$ cat src/rtl/ex_muldiv.sv
// rtl/ex_muldiv.sv - iterative RV32M multiply/divide unit for the execute stage
// Single-cycle registered multiply, 32-step restoring divide, special cases resolved at accept.
module ex_muldiv #(
    parameter int WIDTH = 32
) (
    input  logic             clk,
    input  logic             reset,
    input  logic             start,
    input  logic             flush,
    input  logic [2:0]       funct3,
    input  logic [WIDTH-1:0] a,
    input  logic [WIDTH-1:0] b,
    output logic             busy,
    output logic             done,
    output logic [WIDTH-1:0] result
);

    typedef enum logic [1:0] {
        S_IDLE,
        S_MUL,
        S_DIV,
        S_DONE
    } state_t;

    localparam logic [5:0]       LAST_ITER = 6'(WIDTH - 1);
    localparam logic [WIDTH-1:0] MIN_INT   = {1'b1, {(WIDTH-1){1'b0}}};

    state_t           state;
    logic [1:0]       op;
    logic [WIDTH-1:0] opa;
    logic [WIDTH-1:0] opb;
    logic [5:0]       count;
    logic [WIDTH-1:0] rem;
    logic [WIDTH-1:0] quot;
    logic [WIDTH-1:0] divisor;
    logic             neg_q;
    logic             neg_r;

    // Accept-time decode of the incoming divide operands
    logic             is_signed_div;
    logic             a_neg;
    logic             b_neg;
    logic [WIDTH-1:0] a_mag;
    logic [WIDTH-1:0] b_mag;
    logic             div_zero;
    logic             div_ovf;
    logic [WIDTH-1:0] special_res;

    always_comb begin
        is_signed_div = ~funct3[0];
        a_neg         = is_signed_div & a[WIDTH-1];
        b_neg         = is_signed_div & b[WIDTH-1];
        a_mag         = a_neg ? (~a + 1'b1) : a;
        b_mag         = b_neg ? (~b + 1'b1) : b;
        div_zero      = (b == '0);
        div_ovf       = is_signed_div && (a == MIN_INT) && (b == '1);
        special_res   = '0;
        if (div_zero)
            special_res = funct3[1] ? a : '1;
        else if (div_ovf)
            special_res = funct3[1] ? '0 : MIN_INT;
    end

    // Operands sign- or zero-extended so one signed multiplier covers all four variants
    logic                     a_sgn;
    logic                     b_sgn;
    logic signed [2*WIDTH-1:0] mul_a;
    logic signed [2*WIDTH-1:0] mul_b;
    logic signed [2*WIDTH-1:0] prod;
    logic [WIDTH-1:0]          mul_res;

    always_comb begin
        a_sgn   = op[0] ^ op[1];
        b_sgn   = (op == 2'b01);
        mul_a   = {{WIDTH{a_sgn & opa[WIDTH-1]}}, opa};
        mul_b   = {{WIDTH{b_sgn & opb[WIDTH-1]}}, opb};
        prod    = mul_a * mul_b;
        mul_res = (op == 2'b00) ? prod[WIDTH-1:0] : prod[2*WIDTH-1:WIDTH];
    end

    // One restoring step; the extra top bit of diff is the borrow
    logic [WIDTH:0]   shifted;
    logic [WIDTH:0]   diff;
    logic             take;
    logic [WIDTH-1:0] rem_n;
    logic [WIDTH-1:0] quot_n;
    logic [WIDTH-1:0] div_res;

    always_comb begin
        shifted = {rem, quot[WIDTH-1]};
        diff    = shifted - {1'b0, divisor};
        take    = ~diff[WIDTH];
        rem_n   = take ? diff[WIDTH-1:0] : shifted[WIDTH-1:0];
        quot_n  = {quot[WIDTH-2:0], take};
        if (op[1])
            div_res = neg_r ? (~rem_n + 1'b1) : rem_n;
        else
            div_res = neg_q ? (~quot_n + 1'b1) : quot_n;
    end

    always_ff @(posedge clk) begin
        if (reset) begin
            state   <= S_IDLE;
            busy    <= 1'b0;
            done    <= 1'b0;
            result  <= '0;
            count   <= '0;
            op      <= '0;
            opa     <= '0;
            opb     <= '0;
            rem     <= '0;
            quot    <= '0;
            divisor <= '0;
            neg_q   <= 1'b0;
            neg_r   <= 1'b0;
        end else if (flush) begin
            state <= S_IDLE;
            busy  <= 1'b0;
            done  <= 1'b0;
            count <= '0;
        end else begin
            done <= 1'b0;
            case (state)
                S_IDLE, S_DONE: begin
                    state <= S_IDLE;
                    if (start) begin
                        op      <= funct3[1:0];
                        opa     <= a;
                        opb     <= b;
                        rem     <= '0;
                        quot    <= a_mag;
                        divisor <= b_mag;
                        neg_q   <= a_neg ^ b_neg;
                        neg_r   <= a_neg;
                        count   <= '0;
                        if (!funct3[2]) begin
                            state <= S_MUL;
                            busy  <= 1'b1;
                        end else if (div_zero || div_ovf) begin
                            state  <= S_DONE;
                            done   <= 1'b1;
                            result <= special_res;
                        end else begin
                            state <= S_DIV;
                            busy  <= 1'b1;
                        end
                    end
                end
                S_MUL: begin
                    state  <= S_DONE;
                    busy   <= 1'b0;
                    done   <= 1'b1;
                    result <= mul_res;
                end
                S_DIV: begin
                    rem   <= rem_n;
                    quot  <= quot_n;
                    count <= count + 6'd1;
                    if (count == LAST_ITER) begin
                        state  <= S_DONE;
                        busy   <= 1'b0;
                        done   <= 1'b1;
                        result <= div_res;
                        count  <= '0;
                    end
                end
                default: begin
                    state <= S_IDLE;
                    busy  <= 1'b0;
                end
            endcase
        end
    end

endmodule
$ cat config.mk
export PLATFORM = sky130hd
export DESIGN_NAME = ex_muldiv
export DESIGN_NICKNAME = d
export VERILOG_FILES = /design/src/rtl/ex_muldiv.sv
export SDC_FILE = /design/constraint.sdc
export NUM_CORES = 2
export LEC_CHECK = 0
export CAP_MARGIN = 20
export CORE_AREA = 10 10 320 322
export DETAILED_ROUTE_END_ITERATION = 12
export DIE_AREA = 0 0 330 332
export GPL_TIMING_DRIVEN = 0
export PLACE_DENSITY = 0.78
export SLEW_MARGIN = 20
export SYNTH_ARGS = -nofsm -noshare
export SYNTH_HDL_FRONTEND = slang
export SYNTH_SLANG_ARGS = --single-unit
$ cat constraint.sdc
create_clock -name clk -period 18.6 [get_ports clk]
set_clock_uncertainty 0.05 [all_clocks]
set_input_delay 1.86 -clock clk [delete_from_list [all_inputs] [get_ports clk]]
set_output_delay 1.86 -clock clk [all_outputs]
set_load 0.02 [all_outputs]
**Word-level counts from Yosys, hierarchy flattened**

Cells that the tools add are included.

- Multiply operators: 1
- Reductions and logical operators: 14
- Divide/modulo/power cells: 0
- $add $sub $neg: 6
- Equality and inequality tests: 12
- Order comparisons: 0
- Bitwise operators: 13
- Shift operators: 0
- Muxes and demuxes: 38

Operator list:

| cell | number |
|---|---|
| 32-bit 2-to-1 mux | 17 |
| 32-bit by 1-bit adder with 32-bit output, second input constant | 4 |
| 32-bit NOT | 4 |
| 32-bit case mux with 2 select lines | 2 |
| 32-bit case mux with 3 select lines | 1 |
| 32-bit equality test, second input constant | 2 |
| 33-bit by 33-bit multiplier with 64-bit output | 1 |
| 33-bit by 32-bit subtractor with 33-bit output | 1 |
| 32-bit logical NOT | 1 |
| 6-bit 2-to-1 mux | 2 |
| 6-bit case mux with 2 select lines | 1 |
| 1-bit 2-to-1 mux | 9 |
| 3-bit AND reduction | 3 |
| 2-bit != test, second input constant | 4 |
| 6-bit by 1-bit adder with 6-bit output, second input constant | 1 |
| 6-bit by 5-bit equality test with 1-bit output, second input constant | 1 |
| 2-bit 2-to-1 mux | 3 |
| 1-bit case mux with 3 select lines | 2 |
| 2-bit case mux with 3 select lines | 1 |
| 5-bit AND reduction | 1 |
| 1-bit bitwise AND | 4 |
| 2-bit by 1-bit equality test with 1-bit output, second input constant | 2 |
| 2-bit equality test, second input constant | 2 |
| 2-bit logical NOT | 2 |
| 8 further kinds | 13 |

- Latch bits: 0
- Bits in registers: 206
- Logic and storage cells: 97
- Input bits: 71
- Output and inout bits: 34
- RAM bits: 0
- Memories: 0
- ROM bits: 0

**Depth between registers and ports, before layout**

- Depth in word-level cells: 9
- Depth in mapped cells: 35

**Worst setup path before layout**

No wires, ideal clock.

- Kind: reg2reg
- From: reg op[1]
- To: reg result[29]
- Arrival time: 8.557 ns
- Stages on the path, launching flop included: 34
- Slack: 9.877 ns
- Clock period less this slack: 8.723 ns
- Buffers on the path: 3
- Cells stage by stage: dfxtp_1 > inv_1 > clkbuf_1 > ha_1 > and2_0 > clkbuf_1 > nand2_1 > inv_1 > fa_1 > inv_1 > fa_1 > inv_1 > fa_1 > fa_1 > inv_1 > fa_1 > inv_1 > fa_1 > inv_1 > fa_1 > fa_1 > inv_1 > ha_1 > clkbuf_1 > a21oi_1 > o21ai_0 > a21o_1 > a21oi_1 > o31a_1 > o21ai_0 > a21oi_1 > mux2i_1 > a311oi_1 > a31o_1

- Cells in the longest elaborated chain, start to end: 5
- Elaborated cells on any way between the ends: 10
- Those cells by class: 1 x mul; 1 x eq/ne; 4 x mux; 3 x bitwise; 1 x reduce/logical

RTL lines:

| what | RTL line | source |
|---|---|---|
| start, declared | 29 | `logic [1:0] op;` |
| start signal, assigned | 127 | `op <= funct3[1:0];` |
| 2-bit by 1-bit equality test with 1-bit output / 1-bit XOR (equally long branches) | 74, 73 |  |
| 1-bit bitwise AND, on equally long branches | 76, 75 |  |
| 33-bit by 33-bit multiplier with 64-bit output | 77 | `prod = mul_a * mul_b;` |
| 32-bit 2-to-1 mux | 78 | `mul_res = (op == 2'b00) ? prod[WIDTH-1:0] : prod[2*WIDTH-1:WIDTH];` |
| 32-bit case mux with 3 select lines (*) | 123 | `case (state)` |
| end signal, assigned | 142 | `result <= special_res;` |
| end signal, assigned | 153 | `result <= mul_res;` |
| end signal, assigned | 163 | `result <= div_res;` |
| end, declared | 15 | `output logic [WIDTH-1:0] result` |

Mark *: on every way between the ends. The rest lies on a longest branch, timed or not. The select of a mux whose other input is x is not followed.
A chain may end at the register's enable or synchronous reset.

**Worst setup path in the final report**

- From: reg op[1]
- To: reg result[31]

The elaborated chain is that of the path after synthesis.

==> results.cfg <==
[setup_path]
crit_buf_inv = 11
slowest_stage = fa_1
crit_type = register to register
cp_max_fo = 11
crit_family = adder cells
ff2ff_setup_slack_ns = 6.42
worstReg2RegEnd = result[31]
endpoint_kind = register
critical_path.startpoint_type = register
r2r_start = op[1]
critical_path_arrival_ns = 12.58
critPathMaxStageDelay_ns = 0.95
crit_required_ns = 18.99
r2r.worst_path.cells = 33

[synthesis]
yosysWarnings = 0
synthArstFlopShare_pct = 0
yosysTopAreaCell = fa_1
synth_top_area_share_pct = 43.1
yosysSeqAreaShare_pct = 7.85
synth.cell_area_sq_mm = 0.0523
synth_edf_count = 0
syn-num-nets = 7697
synth.area.top_cells = fa_1, inv_1, nand2_1
synth_seq_cells = 205
synth_ff_type = dfxtp_1
netlist_instances = 6246
synth.avg_cell_area_sq_um = 8.37
yosysUniqueCellTypes = 96

[final_layout]
final_common_cell = inv_1
syn2layout_area_growth_pct = 6.56
final_cell_mix = inv_1, nand2_1, fa_1
fillers = 8808
drive_gt1_share_pct = 1.66
fin_nets = 7824

[drt]
drt-vias-per-instance = 6.08
firstDrtPassIters = 6
vias = 46700
finalWirelength_microns = 210000
first_iter_violations = 5699
drc_errors = 0
routedWlPerCell_microns = 27.4
antenna_left = 0

[timing]
max-slew-margin-rel_pct = 13.4
min_period_ns = 12.18
rsz0062_at_grt = no
worstMarginPinSlew_ns = 1.30
hold_viol = 0
finalCritPeriodShare_pct = 65.5
timing.fmax_ghz = 0.0821
tns_ns = 0
setup_viol = 0
fin_ws_ns = 6.42
slew_violations = 0

[grt]
grt_max_degree = 16
antenna_found_initial = 19
grt_pass1_wl_microns = 306000
grt_util_all_layers_pct = 38.1
grt_overflow = 0
grt_pass1_vias = 46100

[floorplanning]
die_y_microns = 332
rows = 114
ios = 105
design.core.area_sq_mm = 0.0960
die-area_sq_mm = 0.110
start_util_pct = 54.4
die_w_microns = 330

[clocking]
clk_pin_slew_ns = 0.08
clock_latency_ns = 0.54
cts-root-buf = clkbuf_16
cts_tree = built
cts-resized-gates = 0
cts_buffers = 21
h-tree-depth = 1
clock_sinks = 205
cts_hold_buf = 0
clk_path_buf_depth = 3
cts_setup_buffers = 0

[outcome]
status = completed

[pwr]
vdd_drop_max_mv = 0.0501
p_per_area_mw_per_mm2 = 32.9
leakage_nw = 24.7

[min_path]
hold_path.class = register to register
hold_depth = 2
whs_endpoint = count[1]
min_from = count[1]

[place]
port_buffers = 101
place_ws_ns = 6.80
routabilityCongestion = 1.08
dpl.hpwl_microns = 178000

[flow_run]
maxCapViolCount = 0
[flip-flops by register name, summed over array words and instances (netlist names)]
signal   count
opa         32
opb         32
quot        32
rem         32
result      32
divisor     31
count        6
op           2
state        2
busy         1
done         1
neg_q        1
neg_r        1
[final cells by class]
| class | count | area (sq um) | area share, % |
|---|---|---|---|
| clock inverter | 13 | 183 | 0.328 |
| inverter | 1263 | 4740 | 8.51 |
| sequential | 205 | 4100 | 7.37 |
| tap | 1276 | 1600 | 2.87 |
| timing repair buffer | 104 | 1060 | 1.91 |
| multi-input combinational | 4399 | 42000 | 75.3 |
| clock buffer | 24 | 547 | 0.982 |
| antenna | 14 | 35.0 | 0.0629 |
| buffer | 379 | 1460 | 2.63 |
[cells by family (layout without fill, tap and decap cells)]
kind of cell / count (synthesis) / count (layout) / synth area share, %
xor gates and xnor gates: 202 / 202 / 3.39
buffers and inverters: 1642 / 1783 / 11.9
muxes: 23 / 23 / 0.452
and+or+nand+nor: 1951 / 1951 / 16.7
adders and majority gates: 1380 / 1380 / 49.2
DFF: 205 / 205 / 7.85
AOI/OAI and AO/OA: 843 / 843 / 10.5
other: 0 / 14 / 0
[through the flow]
step	hold WS (ns)	total power [W]	util (%)	instances	instance area, sq um
finish	0.427	0.00183	58.0	7677	55700
global route	0.451	0.00189	58.0	7667	55700
CTS	0.427	0.00179	58.0	7662	55600
detailed placement	0.417	0.00132	57.2	7625	54900
global placement	0.410	0.00131	57.2	7623	54900
floorplan	0.394	0.000962	-	6246	52300
[worst max path at each step]
stage	from	endpoint	slack, ns	depth (start not counted)
2_1_floorplan	op[1]	result[29]	9.88	33
3_3_place_gp	op[1]	result[26]	6.78	33
3_5_place_dp	op[1]	result[31]	6.80	33
4_1_cts	op[1]	result[31]	6.77	33
5_1_grt	op[1]	result[31]	6.11	33
6_report	op[1]	result[31]	6.42	33
[routing by layer]
metal,part of all wire (%),routed length (microns),GRT usage (%),vias to the layer above
li1,-,-,-,19300
met1,38,80100,51.4,23600
met2,42,87400,54.2,3129
met3,13,27600,11.4,682
met4,7.1,15000,21.3,6
met5,0.020,41,0,-
[worst register-to-register path, delay by kind of cell, from the launching register on]
kind / cells / cell delay [ns]
compound gates: 7 / 1.47
xor+xnor: 1 / 0.63
fa+ha+maj: 10 / 5.55
buf+inv: 11 / 3.11
flops: 1 / 0.34
simple gates: 4 / 0.95
[synthesized netlist by cell type (6+ instances only)]
cell type and number:
inv_1 1262, nand2_1 1146, fa_1 1126, clkbuf_1 352
and2_1 280, ha_1 254, a21oi_1 246, nor2_1 230
dfxtp_1 205, o21ai_0 195, xnor2_1 106, xor2_1 96
a211oi_1 58, a21o_1 58, nand3_1 52, nor3_1 51
o31ai_1 40, and3_1 37, nand4_1 26, or3_1 25
o211ai_1 23, a22oi_1 20, o21a_1 20, a221oi_1 18
a311oi_1 18, mux2i_1 18, a31oi_1 15, nand2b_1 15
o41ai_1 15, or2_2 15, nor4_1 14, o21bai_1 12
buf_1 11, buf_2 11, nor2b_1 11, nand3b_1 9
o221ai_1 9, or4_1 9, a211o_1 7, nor3b_1 7
a221o_1 6, a32oi_1 6, o2111ai_1 6, o31a_1 6
[where the power goes]
| part | switching (W) | leakage [nW] | internal [W] |
|---|---|---|---|
| registers | 0.0000375 | 1.67 | 0.000460 |
| clock network | 0.000211 | 0.358 | 0.000270 |
| logic | 0.000603 | 22.7 | 0.000248 |
| total | 0.000852 | 24.7 | 0.000979 |
Note: power is estimated with default switching activity, not from simulation.
